`config.mk`:
```
export PLATFORM = sky130hd
export DESIGN_NAME = mips_encoder
export DESIGN_NICKNAME = d
export VERILOG_FILES = /design/src/rtl/mips_encoder_pkg.sv /design/src/rtl/mips_encode_fields.sv /design/src/rtl/mips_encoder.sv
export SDC_FILE = /design/constraint.sdc
export NUM_CORES = 1
export LEC_CHECK = 0
export ABC_AREA = 1
export BUFFER_PORTS_ARGS = -buffer_cell sky130_fd_sc_hd__buf_4
export CAP_MARGIN = 20
export CORE_MARGIN = 4
export CORE_UTILIZATION = 50
export CTS_CLUSTER_DIAMETER = 100
export DETAILED_ROUTE_END_ITERATION = 12
export PLACE_DENSITY = 0.79
export SLEW_MARGIN = 0
export SYNTH_ARGS = -nofsm -noshare
export SYNTH_HDL_FRONTEND = slang
export SYNTH_SLANG_ARGS = --single-unit
```
`constraint.sdc`:
```
create_clock -name clock -period 1.9 [get_ports clock]
set_input_delay 0.19 -clock clock [delete_from_list [all_inputs] [get_ports clock]]
set_output_delay 0.19 -clock clock [all_outputs]
set_load 0.02 [all_outputs]
```
`src/rtl/mips_encoder_pkg.sv`:
```
// Shared definitions for the MIPS instruction encoder: mnemonic codes,
// primary opcodes (OP_*), R-type function codes (OP0_*) and word builders.
package mips_encoder_pkg;

    // Mnemonic codes presented on in_mnem
    localparam logic [4:0] MN_ADD  = 5'd0;
    localparam logic [4:0] MN_SUB  = 5'd1;
    localparam logic [4:0] MN_AND  = 5'd2;
    localparam logic [4:0] MN_OR   = 5'd3;
    localparam logic [4:0] MN_NOR  = 5'd4;
    localparam logic [4:0] MN_XOR  = 5'd5;
    localparam logic [4:0] MN_ADDI = 5'd6;
    localparam logic [4:0] MN_ANDI = 5'd7;
    localparam logic [4:0] MN_ORI  = 5'd8;
    localparam logic [4:0] MN_XORI = 5'd9;
    localparam logic [4:0] MN_BEQ  = 5'd10;
    localparam logic [4:0] MN_BNE  = 5'd11;
    localparam logic [4:0] MN_J    = 5'd12;
    localparam logic [4:0] MN_JR   = 5'd13;
    localparam logic [4:0] MN_LUI  = 5'd14;
    localparam logic [4:0] MN_SLT  = 5'd15;
    localparam logic [4:0] MN_LW   = 5'd16;
    localparam logic [4:0] MN_LBU  = 5'd17;
    localparam logic [4:0] MN_SW   = 5'd18;
    localparam logic [4:0] MN_SB   = 5'd19;
    localparam logic [4:0] MN_ADDM = 5'd20;

    // Primary opcodes
    localparam logic [5:0] OP_RTYPE = 6'h00;
    localparam logic [5:0] OP_J     = 6'h02;
    localparam logic [5:0] OP_BEQ   = 6'h04;
    localparam logic [5:0] OP_BNE   = 6'h05;
    localparam logic [5:0] OP_ADDI  = 6'h08;
    localparam logic [5:0] OP_ANDI  = 6'h0c;
    localparam logic [5:0] OP_ORI   = 6'h0d;
    localparam logic [5:0] OP_XORI  = 6'h0e;
    localparam logic [5:0] OP_LUI   = 6'h0f;
    localparam logic [5:0] OP_LW    = 6'h23;
    localparam logic [5:0] OP_LBU   = 6'h24;
    localparam logic [5:0] OP_SB    = 6'h28;
    localparam logic [5:0] OP_SW    = 6'h2b;

    // R-type function codes
    localparam logic [5:0] OP0_JR   = 6'h08;
    localparam logic [5:0] OP0_ADD  = 6'h20;
    localparam logic [5:0] OP0_SUB  = 6'h22;
    localparam logic [5:0] OP0_AND  = 6'h24;
    localparam logic [5:0] OP0_OR   = 6'h25;
    localparam logic [5:0] OP0_XOR  = 6'h26;
    localparam logic [5:0] OP0_NOR  = 6'h27;
    localparam logic [5:0] OP0_SLT  = 6'h2a;
    localparam logic [5:0] OP0_ADDM = 6'h2c;

    // Three-register ALU word; shamt is always zero here
    function automatic logic [31:0] enc_r(input logic [4:0] rs, input logic [4:0] rt,
                                          input logic [4:0] rd, input logic [5:0] funct);
        return {OP_RTYPE, rs, rt, rd, 5'h00, funct};
    endfunction

    // Immediate / branch / load-store word
    function automatic logic [31:0] enc_i(input logic [5:0] op, input logic [4:0] rs,
                                          input logic [4:0] rt, input logic [15:0] imm);
        return {op, rs, rt, imm};
    endfunction

endpackage

```
`src/rtl/mips_encode_fields.sv`:
```
// Combinational mnemonic + fields -> {32-bit MIPS word, unsupported flag}.
// Build option: MIPS_ENC_ADDM_EN enables encoding of MN_ADDM (funct 2c);
// without it, addm is reported as unsupported.
module mips_encode_fields
    import mips_encoder_pkg::*;
(
    input  logic [4:0]  mnem,
    input  logic [4:0]  rs,
    input  logic [4:0]  rt,
    input  logic [4:0]  rd,
    input  logic [15:0] imm,
    input  logic [25:0] target,
    output logic [31:0] inst,
    output logic        err
);

    // Select the word layout from the mnemonic; unknown codes yield zero + err
    always_comb begin
        inst = 32'h0000_0000;
        err  = 1'b0;
        case (mnem)
            MN_ADD:  inst = enc_r(rs, rt, rd, OP0_ADD);
            MN_SUB:  inst = enc_r(rs, rt, rd, OP0_SUB);
            MN_AND:  inst = enc_r(rs, rt, rd, OP0_AND);
            MN_OR:   inst = enc_r(rs, rt, rd, OP0_OR);
            MN_NOR:  inst = enc_r(rs, rt, rd, OP0_NOR);
            MN_XOR:  inst = enc_r(rs, rt, rd, OP0_XOR);
            MN_SLT:  inst = enc_r(rs, rt, rd, OP0_SLT);
            MN_ADDI: inst = enc_i(OP_ADDI, rs, rt, imm);
            MN_ANDI: inst = enc_i(OP_ANDI, rs, rt, imm);
            MN_ORI:  inst = enc_i(OP_ORI,  rs, rt, imm);
            MN_XORI: inst = enc_i(OP_XORI, rs, rt, imm);
            MN_BEQ:  inst = enc_i(OP_BEQ,  rs, rt, imm);
            MN_BNE:  inst = enc_i(OP_BNE,  rs, rt, imm);
            MN_LW:   inst = enc_i(OP_LW,   rs, rt, imm);
            MN_LBU:  inst = enc_i(OP_LBU,  rs, rt, imm);
            MN_SW:   inst = enc_i(OP_SW,   rs, rt, imm);
            MN_SB:   inst = enc_i(OP_SB,   rs, rt, imm);
            MN_LUI:  inst = enc_i(OP_LUI,  5'h00, rt, imm);
            MN_J:    inst = {OP_J, target};
            MN_JR:   inst = {OP_RTYPE, rs, 15'h0000, OP0_JR};
`ifdef MIPS_ENC_ADDM_EN
            MN_ADDM: inst = enc_r(rs, rt, rd, OP0_ADDM);
`else
            MN_ADDM: err  = 1'b1;
`endif
            default: err  = 1'b1;
        endcase
    end

endmodule

```
`src/rtl/mips_encoder.sv`:
```
// MIPS instruction encoder: accepts symbolic instructions, emits encoded
// words with consecutive word addresses towards the instruction-memory loader.
// Build option: MIPS_ENC_ADDM_EN (passed through to mips_encode_fields).
module mips_encoder
    import mips_encoder_pkg::*;
#(
    parameter int ADDR_W = 10
) (
    input  logic              clock,
    input  logic              reset,
    input  logic              start,
    input  logic [ADDR_W-1:0] base_addr,
    input  logic              in_valid,
    output logic              in_ready,
    input  logic [4:0]        in_mnem,
    input  logic [4:0]        in_rs,
    input  logic [4:0]        in_rt,
    input  logic [4:0]        in_rd,
    input  logic [15:0]       in_imm,
    input  logic [25:0]       in_target,
    output logic              out_valid,
    input  logic              out_ready,
    output logic [31:0]       out_inst,
    output logic [ADDR_W-1:0] out_addr,
    output logic              out_err,
    output logic              done,
    output logic [7:0]        err_count
);

    localparam logic [1:0] ST_IDLE = 2'd0;
    localparam logic [1:0] ST_RUN  = 2'd1;
    localparam logic [1:0] ST_DONE = 2'd2;

    localparam logic [ADDR_W-1:0] ADDR_LAST = {ADDR_W{1'b1}};
    localparam logic [ADDR_W-1:0] ADDR_ONE  = {{(ADDR_W-1){1'b0}}, 1'b1};

    logic [1:0]        state_r;
    logic [ADDR_W-1:0] addr_r;
    logic              full_r;      // last address already handed out; no more accepts
    logic [31:0]       enc_inst_s;
    logic              enc_err_s;
    logic              accept_s;
    logic              consume_s;

    mips_encode_fields u_fields (
        .mnem   (in_mnem),
        .rs     (in_rs),
        .rt     (in_rt),
        .rd     (in_rd),
        .imm    (in_imm),
        .target (in_target),
        .inst   (enc_inst_s),
        .err    (enc_err_s)
    );

    // Accept while running, with room in the output register, and address space left
    assign in_ready  = (state_r == ST_RUN) & (~out_valid | out_ready) & ~start & ~full_r;
    assign accept_s  = in_valid & in_ready;
    assign consume_s = out_valid & out_ready;
    assign done      = (state_r == ST_DONE);

    // FSM, address counter and end-of-address-space flag
    always_ff @(posedge clock or negedge reset) begin
        if (!reset) begin
            state_r <= ST_IDLE;
            addr_r  <= {ADDR_W{1'b0}};
            full_r  <= 1'b0;
        end else if (start) begin
            state_r <= ST_RUN;
            addr_r  <= base_addr;
            full_r  <= 1'b0;
        end else begin
            if (accept_s && !enc_err_s) begin
                if (addr_r == ADDR_LAST) begin
                    full_r <= 1'b1;
                end else begin
                    addr_r <= addr_r + ADDR_ONE;
                end
            end
            // Once full, the held word is the final one; its consumption ends the run
            if ((state_r == ST_RUN) && full_r && consume_s) begin
                state_r <= ST_DONE;
            end
        end
    end

    // Output register: load on accept, drop on consume or start, otherwise hold
    always_ff @(posedge clock or negedge reset) begin
        if (!reset) begin
            out_valid <= 1'b0;
            out_inst  <= 32'h0000_0000;
            out_addr  <= {ADDR_W{1'b0}};
            out_err   <= 1'b0;
        end else if (start) begin
            out_valid <= 1'b0;
        end else if (accept_s) begin
            out_valid <= 1'b1;
            out_inst  <= enc_inst_s;
            out_addr  <= addr_r;
            out_err   <= enc_err_s;
        end else if (consume_s) begin
            out_valid <= 1'b0;
        end
    end

    // Saturating count of accepted unsupported mnemonics
    always_ff @(posedge clock or negedge reset) begin
        if (!reset) begin
            err_count <= 8'd0;
        end else if (accept_s && enc_err_s && (err_count != 8'hff)) begin
            err_count <= err_count + 8'd1;
        end
    end

endmodule
```
# ---- Word-level counts from Yosys, hierarchy flattened
# Cells that the tools add are included.
dict set report classes {
  muxes 13
  reduce_logical 14
  add_sub_neg 2
  bitwise 9
  eq_ne 24
}
# op n
set op_table {}
lappend op_table {{32-bit case mux with 20 select lines} 1}
lappend op_table {{5-bit by 4-bit equality test with 1-bit output, second input constant} 8}
lappend op_table {{10-bit two-way mux} 3}
lappend op_table {{5-bit by 3-bit equality test with 1-bit output, second input constant} 4}
lappend op_table {{5-bit equality test, second input constant} 4}
lappend op_table {{20-bit OR reduction} 1}
lappend op_table {{10-bit by 1-bit adder with 10-bit output, second input constant} 1}
lappend op_table {{10-bit equality test, second input constant} 1}
lappend op_table {{5-bit by 2-bit equality test with 1-bit output, second input constant} 2}
lappend op_table {{8-bit by 1-bit adder with 8-bit output, second input constant} 1}
lappend op_table {{8-bit != test, second input constant} 1}
lappend op_table {{1-bit two-way mux} 7}
lappend op_table {{2-bit AND reduction} 3}
lappend op_table {{2-bit nonzero test} 3}
lappend op_table {{1-bit bitwise AND} 5}
lappend op_table {{5-bit by 1-bit equality test with 1-bit output, second input constant} 1}
lappend op_table {{1-bit logical AND} 5}
lappend op_table {{5-bit zero test} 1}
lappend op_table {{2-bit two-way mux} 2}
lappend op_table {{1-bit NOT} 3}
lappend op_table {{3-bit nonzero test} 1}
lappend op_table {{2-bit by 1-bit equality test with 1-bit output, second input constant} 1}
lappend op_table {{2-bit equality test, second input constant} 1}
lappend op_table {{2-bit != test, second input constant} 1}
lappend op_table {{1-bit OR} 1}
dict set report totals {
  register_bits 65
  in_bits 77
}

# ---- Logic depth before layout (Yosys ltp)
# Gate-level depths: netlist (run 1).
dict set report logic_depth {
  depth_word 9
  depth_mapped 12
}

# ---- Modules after synthesis
# Synthesis (run 1) repeated with hierarchy kept, for this count alone.
dict set report unflattened {
  hier_cells 559
  hier_area_um2 3952.5
}
# mod seq_area_each_um2 area_each_um2 cells_each instances
set modules_own_cells {}
lappend modules_own_cells {mips_encoder 1626.6 3002.9 371 1}
lappend modules_own_cells {mips_encode_fields 0.0 949.7 188 1}

# ---- Worst setup path before layout (run 1)
# Ideal clock, no wire load.
dict set report synth_path {
  kind {register to register}
  start {register addr_r[0]}
  end {register addr_r[8]}
  arrival_time_ps 1535
  path_buffers 1
  setup_slack_ps 249
  setup_ps 117
  synth_period_minus_slack_ps 1651
  path_stages_with_launch 9
  cell_sequence {dfrtp_1 -> ha_1 -> nand4_1 -> nor2_2 -> nand4_1 -> or2_1 -> buf_2 -> nand3_2 -> nand2_1}
}
dict set report synth_between {
  elab_chain_cells 4
  elab_cells_between_ends 7
  classes_between {add/sub (1); eq/ne (2); mux (3); reduce/logical (1)}
}
# element line_no
set synth_lines {}
lappend synth_lines {{start: declaration} mips_encoder.sv:38} ;# logic [ADDR_W-1:0] addr_r;
lappend synth_lines {{start signal: assignment} mips_encoder.sv:66} ;# addr_r <= {ADDR_W{1'b0}};
lappend synth_lines {{start signal: assignment} mips_encoder.sv:70} ;# addr_r <= base_addr;
lappend synth_lines {{start signal: assignment} mips_encoder.sv:77} ;# addr_r <= addr_r + ADDR_ONE;
lappend synth_lines {{10-bit by 1-bit adder with 10-bit output} mips_encoder.sv:77}
lappend synth_lines {{10-bit two-way mux} mips_encoder.sv:74} ;# if (addr_r == ADDR_LAST) begin
lappend synth_lines {{10-bit two-way mux} mips_encoder.sv:73} ;# if (accept_s && !enc_err_s) begin
lappend synth_lines {{10-bit two-way mux} mips_encoder.sv:68} ;# end else if (start) begin
# Several ways; a longest one is shown, not always the timed one. The select of a mux whose other input is x is not followed.
# A chain may end at the register's enable or synchronous reset.

# ---- Worst setup path in the final report (run 1)
dict set report layout_path {
  start {register addr_r[0]}
  end {register addr_r[2]}
}
# Same word-level chain as after synthesis.

==> results of run 1 <==
-- synthesized netlist by cell type, types with 2 or more instances --
master / instances / area [sq um]
sky130_fd_sc_hd__dfrtp_1: 64 / 1600
sky130_fd_sc_hd__xnor2_1: 6 / 52.6
sky130_fd_sc_hd__inv_1: 20 / 75.1
sky130_fd_sc_hd__buf_2: 5 / 25.0
sky130_fd_sc_hd__nor3_1: 3 / 15.0
sky130_fd_sc_hd__nor2_4: 2 / 22.5
sky130_fd_sc_hd__a21oi_1: 7 / 35.0
sky130_fd_sc_hd__a21boi_0: 4 / 30.0
sky130_fd_sc_hd__nor2_2: 6 / 37.5
sky130_fd_sc_hd__nor3b_1: 2 / 15.0
sky130_fd_sc_hd__nor2_1: 19 / 71.3
sky130_fd_sc_hd__nand2_1: 191 / 717
sky130_fd_sc_hd__o21ai_2: 3 / 26.3
sky130_fd_sc_hd__clkinv_1: 2 / 7.51
sky130_fd_sc_hd__nand3_2: 12 / 120
sky130_fd_sc_hd__buf_6: 2 / 22.5
sky130_fd_sc_hd__nand2_2: 7 / 43.8
sky130_fd_sc_hd__inv_2: 5 / 18.8
sky130_fd_sc_hd__xor2_1: 3 / 26.3
sky130_fd_sc_hd__nand4_1: 5 / 31.3
sky130_fd_sc_hd__o211ai_1: 2 / 15.0
sky130_fd_sc_hd__a22oi_1: 6 / 45.0
sky130_fd_sc_hd__o21ai_1: 4 / 20.0
sky130_fd_sc_hd__nand2_4: 2 / 22.5
sky130_fd_sc_hd__nand3_1: 24 / 120
sky130_fd_sc_hd__buf_4: 3 / 22.5
sky130_fd_sc_hd__clkbuf_1: 8 / 30.0
sky130_fd_sc_hd__o21ai_0: 31 / 155
sky130_fd_sc_hd__ha_1: 2 / 25.0
-- metal layers --
layer / wire (um) / share of wire / vias up
met5: 0 / 0 / -
met3: 630 / 0.064 / 20
met1: 4250 / 0.43 / 1652
li1: - / - / 1747
met4: 195 / 0.020 / 0
met2: 4830 / 0.49 / 129
-- kinds of logic after synthesis --
kind of cell	count (synthesis)
and+or+nand+nor	277
DFF	64
AOI/OAI and AO/OA	61
buffers and inverters	46
xor gates and xnor gates	9
adders and majority gates	2
other	1
-- per-stage QoR --
step / hold slack, ns / cells / instance area, sq um / util / power, uW
after global routing: 0.128 / 692 / 4860 / 0.712 / 4680
final: 0.130 / 692 / 4860 / 0.712 / 4440
after floorplan: -0.106 / 460 / 3550 / - / 2470
after global placement: 0.322 / 675 / 4590 / 0.672 / 3040
after CTS: 0.123 / 691 / 4840 / 0.709 / 4460
after detailed placement: 0.327 / 675 / 4590 / 0.672 / 3070
-- area by class of cell --
cell class              count  area [sq um]
flip-flops and latches     64          1600
clock inverters             2          60.1
multi-input cells         350          1750
clock buffers              13           179
repair buffers            140          1050
inverters                  27           101
fillers                   540          1970
well taps                  96           120
-- power by group through the flow --
stage	sequential, uW	combinational (uW)	clock, uW
after global routing	1800	1400	1480
after detailed placement	1790	1280	0
after floorplan	1980	490	0
final	1780	1280	1390
after CTS	1770	1280	1400
after global placement	1780	1250	0
-- how the worst max path moves through the flow --
| stage | start | to | slack (ns) | cells after the start |
|---|---|---|---|---|
| after global routing | addr_r[1] | full_r | 0.02 | 7 |
| after global placement | addr_r[1] | addr_r[0] | 0.22 | 8 |
| after CTS | addr_r[1] | addr_r[2] | 0.12 | 8 |
| after floorplan | addr_r[0] | addr_r[8] | 0.25 | 8 |
| final | addr_r[0] | addr_r[2] | 0.13 | 8 |
| after detailed placement | addr_r[0] | full_r | 0.15 | 7 |
-- critical path, stage by stage, from the launching register on --
cell and delay (ns):
sky130_fd_sc_hd__dfrtp_1 0.45, sky130_fd_sc_hd__ha_4 0.18, sky130_fd_sc_hd__nand4_1 0.15, sky130_fd_sc_hd__nor2_2 0.18, sky130_fd_sc_hd__nand4_1 0.11, sky130_fd_sc_hd__or2_1 0.27
sky130_fd_sc_hd__buf_4 0.18, sky130_fd_sc_hd__nand3_2 0.07, sky130_fd_sc_hd__nand2_1 0.06
-- registers in the layout (all words and copies together), names as in the netlist --
name / flops
full_r: 1
out_valid: 1
addr_r: 10
err_count: 8
out_addr: 10
out_inst: 31
out_err: 1
state_r: 2
-- timing repair --
| item | 4_1_cts | 5_1_grt |
|---|---|---|
| gates resized for setup | 0 | 2 |
| endpoints found under the hold margin | 64 | 0 |
| setup endpoints to repair | 0 | 6 |
| hold buffers | 1 | 0 |
| buffers inserted | 0 | 1 |
==> results list, run 1 <==
* Post-synthesis to final-layout area growth: 36.9%
- Yosys printed 0 warnings.
* Overall die area: 8520 sq um
* Die Width: roughly 92 um
- Met1 Resource Use GR: 0.305
- After routing, the total negative slack on setup checks comes to 0 ns.
- In the synthesized netlist the async set-or-reset flop fraction comes to 1.00.
- In this run, CTS created clock tree buffers numbering 9.
* HPWL after detailed placement: about 7400 um
- Post-synthesis share of cell area spent on and, or, nand and nor gates: 0.354
- The via count of the first global-routing pass is ~3300.
* Detail Route Antenna Nets: 0
- CTS tree: yes
- Worst Hold Launch: in_imm[2]
* Syn Area/Cell: 7.72 sq um
* Global routing met3 resource utilization: 0.0451
- The flow ran to the end, and the final reports show no timing, DRC or antenna violations.
- Required @ worst endpoint: ~2.1 ns
* Worst hold stages: 3
* Worst Hold Class: input port to flip-flop
- Minimum clock period after layout: between 1.5 and 2 ns
- The top cell types in the final layout, fill and taps aside, are sky130_fd_sc_hd__nand2_1, sky130_fd_sc_hd__buf_4, sky130_fd_sc_hd__dfrtp_1.
- Leak pwr: 0.00257 uW
- The die is ~90 um tall.
- The internal power of the cells totals around 3000 uW.
* Global-route congestion overflow total: 0
- The startpoint identified for the worst register-to-register timing path is addr_r[0].
* Fin nets: ~670
- Of the total power, registers draw 0.400.
- Of the total power, the share spent switching nets is 0.322.
- CP startpoint kind: flip-flop
* Synthesized Nets: roughly 540
- Measured against its own limit, the worst slew margin works out to 0.471.
- Slack of the critical path: 0.132 ns
- Counting flops with a built-in enable in the synthesized netlist gives 0.
* Antenna violations before repair: 0
- Peak VDD IR: about 420 uV
- Power density normalized to cell area: slightly above 900 nW/um^2
- Floorplan Core Area: about 6800 sq um
- CTS Root Buffer Type: sky130_fd_sc_hd__clkbuf_8
- The mapped netlist covers 3550 sq um.
- Upper clock frequency limit: 0.566 GHz
- Of the total synthesized cell area, the portion taken by XOR and XNOR cells is 0.0222.
- In this run the register-to-register setup slack is 0.13 ns.
* Mux cell area share after synthesis: 0
* Post-Synthesis Cells: 460
* Post-synthesis adder-cell area fraction: 0.00704
* Share of power burned in combinational logic: 0.288
* Global placer's final weighted congestion: roughly 0.9
* Final-report setup violation count: 0
- Data arrival time of the worst path: 1.99 ns
- Dividing the detail-routed wire length by the instance count gives about 14 um.
* Number of clock sinks: 64
* Max Slew Vio Count: 0
- H-tree depth: 3
- Top_reg_cell synth: sky130_fd_sc_hd__dfrtp_1
* Wire length of the first global-routing pass: around 16000 um
* Wire length reported by the detailed router: between 9000 and 10000 um
- In this run the tool buffered the top-level ports with approximately 130 buffer cells.
- Starting density of the core: 0.520
* Most common library cell in the layout ignoring fill and taps: sky130_fd_sc_hd__nand2_1
- Layout Skew: approximately 0.010 ns
* Setup repair after global routing missed its margin: no
- For this run, design rule violations remaining after detail routing come to 0.
* Slew @ Worst Pin: between 0.7 and 0.8 ns
* Pin count of the biggest net entering global routing: between 60 and 70
- Clock-pin slew of the registers on the worst-case setup and hold paths: around 0.07 ns
- Depth of the worst register-to-register path: 8
- End point of the worst hold path: out_inst[2]
- Total inserted antenna cells: 0
- Category of the most critical setup path: flip-flop to flip-flop
* Sequential fraction of the synthesis area: 0.451
- Fraction of power consumed by the clock network: 0.313
- Avg Vias per Cell: ~5.1
- In the finished design, the share of the clock period the worst path needs comes to 0.931.
* GRT Resource Usage Total: 0.236
- In this run the most used layer during global routing was met2.
- Row generation in the floorplan step produced 30 rows.
- The first routing iteration left 240 violations.
* Setup slack after placement: 0.147 ns
- No sink is reached through more buffers than the 2 on the longest clock path.
* RR Endpoint: addr_r[2]
- For this design the total switching power over the nets is 1430 uW.
- The final hold violation count came to 0.
- Number of max-cap violations: 0
- Maximum fanout encountered on the critical timing path: 6
* Routed via count: 3548
- Pin placement for this block handled between 100 and 150 I/O pins.
* Compound-Gate Fraction of Synth Area: 0.104
- STA classifies the critical path endpoint as a flip-flop.
- Combinational family with the most area after synthesis: simple AND/OR/NAND/NOR gates
* Skew-Pair Late Insertion Delay: about 0.34 ns
- After synthesis, the netlist uses 39 different library cells.
* Routing usage on met2: 0.388
- Share of final-layout standard cells stronger than drive strength 1: 0.327
- Flop and latch count out of synthesis: 64
* First drt pass iteration count: 4
Note: power is estimated with default switching activity, not from simulation.
==> run 2: changes to the inputs <==
--- a/config.mk
+++ b/config.mk
@@ -5,14 +5,13 @@
 export SDC_FILE = /design/constraint.sdc
 export NUM_CORES = 1
 export LEC_CHECK = 0
-export ABC_AREA = 1
 export BUFFER_PORTS_ARGS = -buffer_cell sky130_fd_sc_hd__buf_4
 export CAP_MARGIN = 20
 export CORE_MARGIN = 4
-export CORE_UTILIZATION = 50
+export CORE_UTILIZATION = 48
 export CTS_CLUSTER_DIAMETER = 100
 export DETAILED_ROUTE_END_ITERATION = 12
-export PLACE_DENSITY = 0.79
+export PLACE_DENSITY = 0.78
 export SLEW_MARGIN = 0
 export SYNTH_ARGS = -nofsm -noshare
 export SYNTH_HDL_FRONTEND = slang
==> run 2 against run 1 <==
  * Critical path depth fell by 3
  * Sequential power fell by 3%
  * Cell count down 21%
  * Fmax shrank 2.0%
  * Synthesized cell count down 29%
  * Hold slack got worse by 0.066 ns
  * Combinational power down 15%
  * Non-clock buffer count rose by 7
  * Die area is 6.1% lower
  * Final area decreased by 6.7%
  * Wire length down 10%
  * Largest power group unchanged
  * Highest routed layer unchanged
==> results list, run 2 <==
- Status: complete, no violations (unchanged)
- Starting density of the core: 0.498 (was 0.520)
- Final worst-path cycle share: 0.950 (was 0.931)
* Die Span Y: 89.4 um (was 92.3 um)
* Most common library cell in the layout ignoring fill and taps: sky130_fd_sc_hd__buf_4 (was sky130_fd_sc_hd__nand2_1)
* Number of placement rows: 29 (was 30)
- Async set-or-reset flop fraction in the synthesized netlist: 1.00 (unchanged)
- The number of design-rule violations left by the first detailed-router iteration was 149 (was 240).
- The first-pass detailed-route iteration total was 5 (was 4).
* Slew @ Worst Pin: 0.795 ns (was 0.794 ns)
* Post-synthesis adder-cell area fraction: 0.00786 (was 0.00704)
- Buffers added on ports: 129 (unchanged)
* Most frequent cells in the layout: sky130_fd_sc_hd__buf_4, sky130_fd_sc_hd__dfrtp_1, sky130_fd_sc_hd__nand2_1 (was sky130_fd_sc_hd__nand2_1, sky130_fd_sc_hd__buf_4, sky130_fd_sc_hd__dfrtp_1)
- Combinational family with the most area after synthesis: compound AO/OA/AOI/OAI gates (was simple AND/OR/NAND/NOR gates)
- The clock-pin slew of the registers on the worst-case setup and hold paths was 0.07 ns (about the same).
- The number of top-level design ports was 131 (unchanged).
- Number of synthesized flops with an enable pin: 0 (unchanged)
- Flip-flop count of the largest register after layout: 31 (unchanged)
- The final critical delay including setup and external delays is 1.81 ns (was 1.77 ns).
* Ranking of synthesized cells by area: sky130_fd_sc_hd__dfrtp_1, sky130_fd_sc_hd__o21ai_0, sky130_fd_sc_hd__nand2_1 (was sky130_fd_sc_hd__dfrtp_1, sky130_fd_sc_hd__nand2_1, sky130_fd_sc_hd__o21ai_0)
- Antenna violations before repair: 0 (unchanged)
- CTS tree: yes (unchanged)
* Synth top cells by count: sky130_fd_sc_hd__dfrtp_1, sky130_fd_sc_hd__nand2_1, sky130_fd_sc_hd__o21ai_0 (was sky130_fd_sc_hd__nand2_1, sky130_fd_sc_hd__dfrtp_1, sky130_fd_sc_hd__o21ai_0)
- The total number of H-tree levels came to 3 (unchanged).
- Wire length of the first global-routing pass: 13700 um (was 16000 um)
- The total leakage power came to 0.00215 uW (was 0.00257 uW).
* Final count of hold timing violations: 0 (unchanged)
- The worst min-delay path class is input port to flip-flop (unchanged).
- Post-synth design cell area: 3180 sq um (was 3550 sq um)
* Final-report setup violation count: 0 (unchanged)
- Compound-Gate Fraction of Synth Area: 0.202 (was 0.104)
- Mux cell area share after synthesis: 0.0385 (was 0)
- The worst-case reg-to-reg path depth is 5 (was 8).
- GRT Resource Usage Total: 0.222 (was 0.236)
- Total non-filler cell area in the finished layout: 4540 sq um (was 4860 sq um)
- The routed wire length is 8890 um (was 9910 um).
* Area share of the largest cell type after synthesis: 0.503 (was 0.451)
* Required @ worst endpoint: 2.13 ns (was 2.12 ns)
* Synthesized Nets: 406 (was 539)
- Post-synthesis to final-layout area growth: 42.5% (was 36.9%)
* List of cells traversed by the critical path: nor4b_4, and4_4, nand3_4, or4_1, o311a_1 (was ha_4, nand4_1, nor2_2, nand4_1, or2_1, buf_4, nand3_2, nand2_1)
* Peak VDD IR: 749 uV (was 417 uV)
* Share of the core filled with cells in the final layout: 0.710 (was 0.712)
- Worst hold stages: 2 (was 3)
* Maximum fanout encountered on the critical timing path: 4 (was 6)
- Total inserted antenna cells: 0 (unchanged)
- Setup repair after global routing missed its margin: yes (was no)
- The number of clock buffers inserted by TritonCTS came to 9 (unchanged).
- The maximum clock path buffer count is 2 (unchanged).
- Area taken by flip-flops and latches: 1600 sq um (about the same)
- Post-synthesis share of cell area spent on and, or, nand and nor gates: 0.190 (was 0.354)
- The standard cell with the maximum stage delay on the critical path is sky130_fd_sc_hd__or4_1 (was sky130_fd_sc_hd__dfrtp_1).
* Share of final-layout standard cells stronger than drive strength 1: 0.388 (was 0.327)
- Floorplan Core Area: 6390 sq um (was 6830 sq um)
- The total DRC errors in the routed layout was 0 (unchanged).
- Average wire length per cell after detail routing: 16.3 um (was 14.3 um)
- The detailed-route vias per instance came to 5.55 (was 5.13).
* Die Width: 89.4 um (was 92.3 um)
- The synthesized flop and latch total was 64 (unchanged).
- The cell count after synthesis is 327 (was 460).
* Global placer's final weighted congestion: 0.941 (was 0.885)
- CP endpoint kind: flip-flop (unchanged)
- Biggest cell delay along the critical path: 0.48 ns (was 0.45 ns)
- Placed inst area: 4290 sq um (was 4590 sq um)
* Fin nets: 543 (was 671)
- The startpoint class of the critical path is a flip-flop (unchanged).
* Cell with the most instances after synthesis: sky130_fd_sc_hd__dfrtp_1 (was sky130_fd_sc_hd__nand2_1)
* Power density normalized to cell area: 904 nW/um^2 (was 913 nW/um^2)
* Layout fillers: 511 (was 540)
- The post-detailed-route count of antenna-violating nets is 0 (unchanged).
* Largest area contributor in the synthesized netlist: sky130_fd_sc_hd__dfrtp_1 (unchanged)
* Synth cell types: 52 (was 39)
- Relative slew margins: 0.470 (was 0.471)
* Registers with the most flip-flops: out_inst: 31 flops, addr_r: 10 flops, out_addr: 10 flops (unchanged)
- Area of the multi-input gates: 1490 sq um (was 1750 sq um)
- The clock root buffer is sky130_fd_sc_hd__clkbuf_8 (unchanged).
* Pin count of the biggest net entering global routing: 65 (unchanged)
* Reg with most FFs: out_inst (unchanged)
- Data arrival time of the worst path: 2.03 ns (was 1.99 ns)
* Sequential fraction of the synthesis area: 0.503 (was 0.451)
* XOR/XNOR share of the synthesized area: 0.0220 (was 0.0222)
- The total die area is 8000 sq um (was 8520 sq um).
- The largest clock skew in the final design was 0.00518 ns (was 0.0102 ns).
- The max-capacitance violation count is 0 (unchanged).
- The dominant register cell in the synthesized netlist is sky130_fd_sc_hd__dfrtp_1 (unchanged).
* Upper clock frequency limit: 0.554 GHz (was 0.566 GHz)
* Routed via count: 3033 (was 3548)
* Syn Area/Cell: 9.73 sq um (was 7.72 sq um)
* Category of the most critical setup path: flip-flop to flip-flop (unchanged)
- Number of clock sinks: 64 (unchanged)
* HPWL after detailed placement: 6620 um (was 7450 um)
- The via count of the first global-routing pass came to 2889 (was 3349).
* Number of warning messages in the yosys log: 0 (unchanged)
- The total grt overflow is 0 (unchanged).
* Skew-Pair Late Insertion Delay: 0.34 ns (about the same)
- The max-slew violation count came to 0 (unchanged).
## run 2: critical path: cells and delay by family, from the launching register on
family,cells,cell delay [ns]
DFF,1,0.43
and+or+nand+nor,4,1.14
AOI/OAI and AO/OA,1,0.12
## run 2: worst paths after layout
| kind | slack (ns) | from | endpoint |
|---|---|---|---|
| min | 0.06 | base_addr[3] | addr_r[3] |
| min in group asynchronous | 0.48 | reset | out_inst[19] |
| min reg2reg | 0.48 | out_addr[1] | out_addr[1] |
| max | 0.09 | state_r[1] | addr_r[7] |
| max reg2reg | 0.09 | state_r[1] | addr_r[7] |
| max in group asynchronous | 0.85 | reset | state_r[1] |
## run 2: logic make-up after synthesis
group	after synthesis
buffers and inverters	25
multiplexers	11
XOR/XNOR	8
adder cells (fa/ha/maj)	2
AO/OA/AOI/OAI	100
flip-flops	64
other	1
AND/OR/NAND/NOR	116
## run 2: layout make-up
type / instances / area share
Sequential cell: 64 / 0.353
Multi-Input combinational cell: 238 / 0.329
Timing Repair Buffer: 147 / 0.245
Clock buffer: 10 / 0.0303
Tap cell: 77 / 0.0212
Clock inverter: 6 / 0.0182
Inverter: 4 / 0.00331
## run 2: through the flow
step / total power [uW] / setup WS, ns / instances / hold WS [ns] / TNS, ns
after floorplan: 2270 / 0.0882 / 327 / -0.106 / 0
after global placement: 2810 / 0.122 / 529 / 0.323 / 0
after detailed placement: 2840 / 0.0642 / 529 / 0.322 / 0
after CTS: 4120 / 0.0655 / 546 / 0.0543 / 0
after global routing: 4310 / -0.0280 / 546 / 0.0597 / -0.0433
final: 4100 / 0.0949 / 546 / 0.0643 / 0
## run 2: repair_timing
| action | in CTS | in global routing |
|---|---|---|
| gates resized for setup | 0 | 5 |
| endpoints found under the hold margin | 64 | 0 |
| hold buffers | 1 | 0 |
| setup buffers | 0 | 0 |
| setup endpoints to repair | 0 | 5 |
## run 2: layer usage
| metal | vias to the layer above | share of wire | wire (um) | GRT usage |
|---|---|---|---|---|
| li1 | 1469 | - | - | - |
| met1 | 1462 | 0.40 | 3590 | 0.279 |
| met2 | 90 | 0.52 | 4640 | 0.376 |
| met3 | 12 | 0.062 | 554 | 0.0645 |
| met4 | 0 | 0.012 | 109 | 0.0555 |
| met5 | - | 0 | 0 | 0 |
## run 2: power breakdown
| group | internal (uW) | switching [uW] |
|---|---|---|
| sequential | 1550 | 165 |
| clock | 767 | 520 |
| combinational | 519 | 574 |
| total | 2840 | 1260 |
==> run 3: changes to the inputs <==
--- a/config.mk
+++ b/config.mk
@@ -7,8 +7,10 @@
 export LEC_CHECK = 0
 export BUFFER_PORTS_ARGS = -buffer_cell sky130_fd_sc_hd__buf_4
 export CAP_MARGIN = 20
+export CELL_PAD_IN_SITES_DETAIL_PLACEMENT = 1
+export CELL_PAD_IN_SITES_GLOBAL_PLACEMENT = 2
 export CORE_MARGIN = 4
-export CORE_UTILIZATION = 48
+export CORE_UTILIZATION = 28
 export CTS_CLUSTER_DIAMETER = 100
 export DETAILED_ROUTE_END_ITERATION = 12
 export PLACE_DENSITY = 0.78
==> run 3 against run 2 <==
  * Register-to-register slack lost 0.02 ns
  * Hold slack better by 0.010 ns
  * Sequential share of layout area decreased by 1.6 points
  * Fmax down 1.2%
  * Sequential cell count unchanged
  * Clock skew rose by 0.0017 ns
==> results list, run 3 (synthesized netlist as in run 2, its figures left out) <==
- Count of placed standard cells in the final layout, fillers left out: 615 (was 546)
- Global-route congestion overflow total: 0 (unchanged)
- The worst hold path stage count was 3 (was 2).
* Reg with most FFs: out_inst (unchanged)
* Worst Hold Class: input port to flip-flop (unchanged)
* CP startpoint kind: flip-flop (unchanged)
* Detailed-route DRC error count: 0 (unchanged)
- Setup tns final: 0 ns (unchanged)
* Number of I/O pins: 131 (unchanged)
* Library cell contributing the largest single delay on the critical path: sky130_fd_sc_hd__or4_1 (unchanged)
* Wire length of the first global-routing pass: 17100 um (was 13700 um)
- Layout fillers: 1273 (was 511)
- Required @ worst endpoint: 2.11 ns (was 2.13 ns)
- The final critical delay including setup and external delays was 1.83 ns (was 1.81 ns).
- Violation count after the first detailed-route iteration: 173 (was 149)
- Internal portion of total power: 3030 uW (was 2840 uW)
- The total number of H-tree levels came to 3 (unchanged).
- The worst slack after detailed placement is 0.0813 ns (was 0.0642 ns).
* Final worst-path cycle share: 0.962 (was 0.950)
- Category of the most critical setup path: flip-flop to flip-flop (unchanged)
- Peak VDD IR: 454 uV (was 749 uV)
- The number of clock buffers inserted by TritonCTS is 9 (unchanged).
- The combinational power share is 0.258 (was 0.267).
- The number of antenna repair diodes was 0 (unchanged).
- The layout overhead on the synthesized area is 49.0% (was 42.5%).
* Clock-pin slew of the registers on the worst-case setup and hold paths: 0.05 ns (was 0.07 ns)
- Number of max-cap violations: 0 (unchanged)
- The footprint of the multi-input gates is 1500 sq um (was 1490 sq um).
- The average wire per cell in the routed design came to 17.3 um (was 16.3 um).
* Maximum fanout encountered on the critical timing path: 4 (unchanged)
- Register-to-register path setup slack: 0.07 ns (was 0.09 ns)
- Area taken by flip-flops and latches: 1600 sq um (about the same)
* Power density normalized to cell area: 927 nW/um^2 (was 904 nW/um^2)
- The total power of the final layout was 4400 uW (was 4100 uW).
- The flip-flop count of the largest register, all copies and words added is 31 (unchanged).
- The number of antenna violations at the first check in global routing is 0 (unchanged).
- Die Span Y: 115 um (was 89.4 um)
* Final-report setup violation count: 0 (unchanged)
- Setup repair after global routing missed its margin: yes (unchanged)
- The total via count in the routed design is 3105 (was 3033).
* Reg-to-reg startpoint: state_r[1] (unchanged)
* Die Width: 115 um (was 89.4 um)
- The buffer count from post-CTS setup fixing was 0 (unchanged).
* Number of global-route vias before repair: 3279 (was 2889)
- Registers with the most flip-flops: out_inst: 31 flops, addr_r: 10 flops, out_addr: 10 flops (unchanged).
- Most common library cell in the layout ignoring fill and taps: sky130_fd_sc_hd__buf_4 (unchanged)
- Fin nets: 550 (was 543)
- CTS Root Buffer Type: sky130_fd_sc_hd__clkbuf_16 (was sky130_fd_sc_hd__clkbuf_8)
- Avg Vias per Cell: 5.05 (was 5.55)
- The floorplan row count came to 38 (was 29).
* Slack of the critical path: 0.0722 ns (was 0.0949 ns)
- Depth of the worst register-to-register path: 5 (unchanged)
* List of cells traversed by the critical path: nor4b_4, and4_1, nand3_4, or4_1, o311a_1 (was nor4b_4, and4_4, nand3_4, or4_1, o311a_1)
- Status: complete, no violations (unchanged).
- The placer's final routability congestion estimate is 0.846 (was 0.941).
- The initial standard-cell utilization of the core came to 0.290 (was 0.498).
* Proportion of power drawn by flip-flops and latches: 0.393 (was 0.419)
- Wire length reported by the detailed router: 10700 um (was 8890 um)
- The type of destination of the critical path is a flip-flop (unchanged).
* Most frequent cells in the layout: sky130_fd_sc_hd__buf_4, sky130_fd_sc_hd__dfrtp_1, sky130_fd_sc_hd__nand2_1 (unchanged)
- Max Slew Vio Count: 0 (unchanged)
- GRT Resource Usage Total: 0.165 (was 0.222)
- The endpoint of the worst register-to-register path is addr_r[7] (unchanged).
- Share of final-layout standard cells stronger than drive strength 1: 0.396 (was 0.388)
- Final count of hold timing violations: 0 (unchanged)
* Number of clock sinks: 64 (unchanged)
- Pin count of the biggest net entering global routing: 41 (was 65)
- The detailed placer's ending HPWL is 8060 um (was 6620 um).
- The total leakage power was 0.00221 uW (was 0.00215 uW).
- The first-pass detailed-route iteration total came to 4 (was 5).
* Layout Skew: 0.00685 ns (was 0.00518 ns)
- Worst setup path endpoint: addr_r[7] (unchanged)
* Overall die area: 13100 sq um (was 8000 sq um)
* Fraction of power consumed by the clock network: 0.349 (was 0.314)
* Floorplan Core Area: 11000 sq um (was 6390 sq um)
- Buffers added on ports: 129 (unchanged)
* Net switching power: 1360 uW (was 1260 uW)
- The arrival time at the worst endpoint was 2.04 ns (was 2.03 ns).
- The maximum clock frequency was 0.547 GHz (was 0.554 GHz).
- Skew-Pair Late Insertion Delay: 0.33 ns (was 0.34 ns)
- Critical Path Start: state_r[1] (unchanged)
* Placed insts: 599 (was 529)
* Clock tree buffer depth: 2 (unchanged)
- The longest individual stage delay on the worst path came to 0.47 ns (was 0.48 ns).
- Detail Route Antenna Nets: 0 (unchanged)
- The CTS tree was yes (unchanged).
- The switching part of the total power came to 0.310 (was 0.307).
## run 3: area by class of cell
cell class              instances  area share
clock inverters                 3     0.00369
inverters                       4     0.00317
well taps                     140      0.0369
clock buffers                  12      0.0541
repair buffers                154       0.248
multi-input cells             238       0.317
flip-flops and latches         64       0.338
## run 3: power by group through the flow
stage / Clock, uW / Combinational (uW) / Sequential [uW]
floorplan: 0 / 343 / 1930
CTS: 1570 / 1150 / 1730
global placement: 0 / 1120 / 1750
global route: 1620 / 1240 / 1770
finish: 1530 / 1140 / 1730
detailed placement: 0 / 1140 / 1750
## run 3: metal layers
metal	part of all wire	global-route usage	up-vias
met5	0	0	-
met4	0.014	0.0523	0
met3	0.044	0.0285	12
met2	0.51	0.273	70
met1	0.43	0.218	1546
li1	-	-	1477
## run 3: per-stage QoR
| step | util | hold slack (ns) | area [sq um] |
|---|---|---|---|
| final | 0.432 | 0.0747 | 4740 |
| after global routing | 0.432 | 0.0774 | 4740 |
| after CTS | 0.429 | 0.0641 | 4710 |
| after detailed placement | 0.403 | 0.183 | 4430 |
| after global placement | 0.403 | 0.172 | 4430 |
| after floorplan | - | -0.106 | 3180 |
## run 3: critical path, delay by kind of cell (launching register included)
family | cells | cell delay, ns
AO/OA/AOI/OAI | 1 | 0.12
flip-flops | 1 | 0.41
AND/OR/NAND/NOR | 4 | 1.18
## run 3: how the worst min path moves through the flow
| stage | startpoint | endpoint |
|---|---|---|
| 2_1_floorplan | reset | addr_r[0] |
| 3_3_place_gp | reset | out_inst[23] |
| 3_5_place_dp | reset | out_inst[23] |
| 4_1_cts | base_addr[8] | addr_r[8] |
| 5_1_grt | base_addr[3] | addr_r[3] |
| 6_report | base_addr[8] | addr_r[8] |
## run 3: timing repair
action | CTS | global route
resized for setup | 0 | 6
endpoints found under the setup margin | 0 | 7
hold endpoints to repair | 31 | 0
hold buffers | 1 | 0
